==> src/rtl/uart_tx.sv <==
// UART transmitter: takes a word over valid/ready and shifts out start, data (LSB first),
// optional parity and 1-2 stop bits, one bit per baud_tick period.
module uart_tx #(
    parameter int DATA_BITS = 8,
    parameter int PARITY    = 0,
    parameter int STOP_BITS = 1
) (
    input  logic                 clk,
    input  logic                 rst,
    input  logic                 baud_tick,
    input  logic [DATA_BITS-1:0] tx_data,
    input  logic                 tx_valid,
    output logic                 tx_ready,
    output logic                 tx,
    output logic                 tx_busy,
    output logic                 tx_done
);

    // SYNC waits for the first tick after an accept so the start bit is never shortened.
    typedef enum logic [2:0] {
        S_IDLE  = 3'd0,
        S_SYNC  = 3'd1,
        S_START = 3'd2,
        S_DATA  = 3'd3,
        S_PAR   = 3'd4,
        S_STOP  = 3'd5
    } state_t;

    localparam logic [3:0] LAST_BIT  = 4'(DATA_BITS - 1);
    localparam logic       STOP_LAST = 1'(STOP_BITS - 1);

    state_t               state_q, state_d;
    logic [DATA_BITS-1:0] shift_q, shift_d;
    logic [3:0]           bit_cnt_q, bit_cnt_d;
    logic                 stop_cnt_q, stop_cnt_d;
    logic                 parity_q, parity_d;
    logic                 tx_q, tx_d;
    logic                 ready_q, ready_d;
    logic                 done_q, done_d;
    logic                 accept;

    always_comb begin
        state_d    = state_q;
        shift_d    = shift_q;
        bit_cnt_d  = bit_cnt_q;
        stop_cnt_d = stop_cnt_q;
        parity_d   = parity_q;
        done_d     = 1'b0;
        accept     = tx_valid && ready_q;

        case (state_q)
            S_IDLE: begin
                if (accept) begin
                    shift_d  = tx_data;
                    parity_d = (PARITY == 2) ? (^tx_data) : ~(^tx_data);
                    state_d  = baud_tick ? S_START : S_SYNC;
                end
            end
            S_SYNC: begin
                if (baud_tick) state_d = S_START;
            end
            S_START: begin
                if (baud_tick) begin
                    state_d   = S_DATA;
                    bit_cnt_d = 4'd0;
                end
            end
            S_DATA: begin
                if (baud_tick) begin
                    shift_d   = shift_q >> 1;
                    bit_cnt_d = bit_cnt_q + 4'd1;
                    if (bit_cnt_q == LAST_BIT) begin
                        state_d    = (PARITY != 0) ? S_PAR : S_STOP;
                        stop_cnt_d = 1'b0;
                    end
                end
            end
            S_PAR: begin
                if (baud_tick) begin
                    state_d    = S_STOP;
                    stop_cnt_d = 1'b0;
                end
            end
            S_STOP: begin
                if (baud_tick) begin
                    if (stop_cnt_q == STOP_LAST) begin
                        state_d = S_IDLE;
                        done_d  = 1'b1;
                    end else begin
                        stop_cnt_d = stop_cnt_q + 1'b1;
                    end
                end
            end
            default: state_d = S_IDLE;
        endcase

        // Line level is registered from the next state, so it lags the decision by one cycle.
        case (state_d)
            S_START: tx_d = 1'b0;
            S_DATA:  tx_d = shift_d[0];
            S_PAR:   tx_d = parity_d;
            default: tx_d = 1'b1;
        endcase
        ready_d = (state_d == S_IDLE);
    end

    always_ff @(posedge clk or posedge rst) begin
        if (rst) begin
            state_q    <= S_IDLE;
            shift_q    <= '0;
            bit_cnt_q  <= 4'd0;
            stop_cnt_q <= 1'b0;
            parity_q   <= 1'b0;
            tx_q       <= 1'b1;
            ready_q    <= 1'b1;
            done_q     <= 1'b0;
        end else begin
            state_q    <= state_d;
            shift_q    <= shift_d;
            bit_cnt_q  <= bit_cnt_d;
            stop_cnt_q <= stop_cnt_d;
            parity_q   <= parity_d;
            tx_q       <= tx_d;
            ready_q    <= ready_d;
            done_q     <= done_d;
        end
    end

    assign tx       = tx_q;
    assign tx_ready = ready_q;
    assign tx_done  = done_q;
    assign tx_busy  = (state_q != S_IDLE);

endmodule
==> config.mk <==
export PLATFORM = sky130hd
export DESIGN_NAME = uart_tx
export DESIGN_NICKNAME = d
export VERILOG_FILES = /design/src/rtl/uart_tx.sv
export SDC_FILE = /design/constraint.sdc
export NUM_CORES = 1
export LEC_CHECK = 0
export CORE_UTILIZATION = 51
export DETAILED_ROUTE_END_ITERATION = 10
export PLACE_DENSITY = 0.81
export SLEW_MARGIN = 40
export SYNTH_ARGS = -nofsm -noshare
export SYNTH_HDL_FRONTEND = slang
export SYNTH_SLANG_ARGS = --single-unit
==> constraint.sdc <==
create_clock -name clk -period 1.99 [get_ports clk]
set_clock_uncertainty 0.2 [all_clocks]
set_input_delay 0.4975 -clock clk [delete_from_list [all_inputs] [get_ports clk]]
set_output_delay 0.4975 -clock clk [all_outputs]
set_load 0.05 [all_outputs]
==> metrics.txt <==
outcome=complete, no violations; final WL=1.91 mm; # DRC=0; final net count=136; slowest cell on the critical path=dfrtp_2; first-pass GRT wire length=3.15 mm; DRT antenna net count=0; final design utilization=72.7%; post-synth top area cell=dfrtp_1; Die ar.=2170 um2; CP Cell Sequence=nor3_4 -> inv_1 -> buf_6; chip height=46.6 um; CTS tree=yes; Synth area leaders=dfrtp_1 (42%), a22o_1 (6.9%), xnor2_1 (6.0%), a21o_1 (5.9%), dfstp_2 (5.2%); top-count cell post-synth=dfrtp_1; clk buf depth=2; Tot GR Track Use=21.3%; DP Area=1240 um2; final hold vios=0; Clock H-tree levels=1; Crit Path Max Fanout=7; setup ws final=0.0137 ns; HPWL after detailed placement=1.38 mm; VDD IR max=0.475 mV; fill cell count=140; CP peak stage delay=0.47 ns; clk_lat worst skew=0.31 ns; synth cell count leaders=dfrtp_1 (17), a21o_1 (8), a22o_1 (8), nand2_1 (7), xnor2_1 (7); I/O Pins=16; Final Instance Area=1310 um2; Diodes inserted=0; multi-input combinational cell area=488 um2; vias per inst=5.27; flops & latches, synth=19; relative slew slack=70.9%; die width=46.6 um; hold crit path type=primary input to async pin; RSZ-0062 raised after global routing=true; Arr. time, crit path=1.28 ns; synthesized area=1010 um2; dpl cells=139; Syn Area/Cell=10.8 um2; Achievable Freq=506 MHz; post-synthesis sequential area ratio=47.2%; max-slew violations=0; vias=774; Setup crit start kind=flip-flop; Distinct cells, synth=38; Tcrit/Tclk final=99.3%; Final Power=883 uW; initial antenna violation count=0; Final Setup Violations=0; Async SR Flop Fraction=100%; WS Path Type=flip-flop to output pin; Post-Syn Nets=107; Leak=0.628 nW; 1st-pass router iterations=4; register area=482 um2; ys flop type=dfrtp_1; Syn Inst Count=94; sinks on the clock net=19; vias in the first global route=765; Final TNS setup=0 ns; area delta synth->final=29.3%; EDFF count, synth=0; core box area=1800 um2; yosys warns=0; worst slack, placed=-0.105 ns; Starting Density=56.3%; worst hold slack=0.216 ns; Num CTS Buffers=3; Crit path required time=1.29 ns; Root Buffer=clkbuf_4; area fraction of the dominant cell type after synthesis=42.0%; worst-margin pin slew=0.433 ns; largest net degree at the start of global routing=12; Clk pin slew, worst setup/hold paths=0.10 ns; fraction of layout cells with a size suffix above 1=26.2%; cell row count=15; min Tclk post-route=1.98 ns; initial drt markers=9; Setup crit end kind=output pin; fin cells=147; PortBufs=15; max-cap check violation count=0; power density over cell area=674 nW/um2; RePlAce Congestion=0.805; grt total ovfl=0; WL/cell=13.0 um
[cell type report]
type	instances	share of cell area [%]
Tap cell	25	2.39
Multi-Input combinational cell	67	37.2
Timing Repair Buffer	28	20.3
Sequential cell	19	36.8
Clock buffer	3	1.72
Clock inverter	1	0.382
Inverter	4	1.15
[routing by layer]
metal | vias to the layer above | wire length [um] | track usage (%)
li1 | 392 | - | -
met1 | 360 | 920 | 26.5
met2 | 17 | 898 | 35.3
met3 | 5 | 53 | 3.53
met4 | 0 | 41 | 10.6
met5 | - | 0 | 0
[what timing repair did]
action	4_1_cts	5_1_grt
hold endpoints to repair	0	0
setup buffers	1	3
hold buffers	0	0
pin swaps	1	1
resized for setup	4	1
endpoints found under the setup margin	1	1
[cell usage in the layout (no fill, tap or decap), types with 2 or more instances in the layout]
| master | instances |
|---|---|
| dfrtp_1 | 14 |
| buf_4 | 14 |
| clkdlybuf4s50_1 | 11 |
| a22o_1 | 8 |
| a21o_1 | 8 |
| nand2_1 | 7 |
| xnor2_1 | 7 |
| inv_1 | 4 |
| and2_1 | 3 |
| o21ai_1 | 3 |
| nor2_1 | 3 |
| clkbuf_4 | 3 |
| dfrtp_2 | 3 |
| nand3_1 | 2 |
| nor3_1 | 2 |
| buf_12 | 2 |
| dfstp_2 | 2 |
[worst max-delay path: cells and delay by family (launching register included)]
family | cells | cell delay (ns)
flip-flops | 1 | 0.47
AND/OR/NAND/NOR | 1 | 0.25
buffers and inverters | 2 | 0.25
[power by group]
group / internal, mW / leakage (nW) / total, mW / switching (mW)
Sequential: 0.429 / 0.235 / 0.468 / 0.0389
Clock: 0.0752 / 0.0177 / 0.204 / 0.129
Combinational: 0.118 / 0.375 / 0.211 / 0.0937
[worst paths after layout]
kind,start,end,slack [ns],cells past startpoint
worst max-delay path,state_q[1],tx_busy,0.01,3
worst min-delay path,rst,bit_cnt_q[0],0.22,2
worst max register to register,state_q[0],shift_q[0],0.28,4
worst min register to register,shift_q[1],shift_q[1],0.28,1
max in group asynchronous,rst,tx,0.91,3
min in group clk,shift_q[1],shift_q[1],0.28,1
[sequential cells by signal (all words and copies together) (netlist names)]
signal and count:
tx 1, tx_done 1, bit_cnt_q 4, parity_q 1, state_q 3, shift_q 8
tx_ready 1
[cell families after synthesis]
kind of cell	after synthesis	share of synthesized area [%]
buffers and inverters	8	5.31
AO/OA/AOI/OAI	28	21.5
multiplexers	1	1.11
AND/OR/NAND/NOR	30	17.7
flip-flops	19	47.2
XOR/XNOR	7	6.05
adder cells (fa/ha/maj)	1	1.23
(Power assumes the default switching activity.)
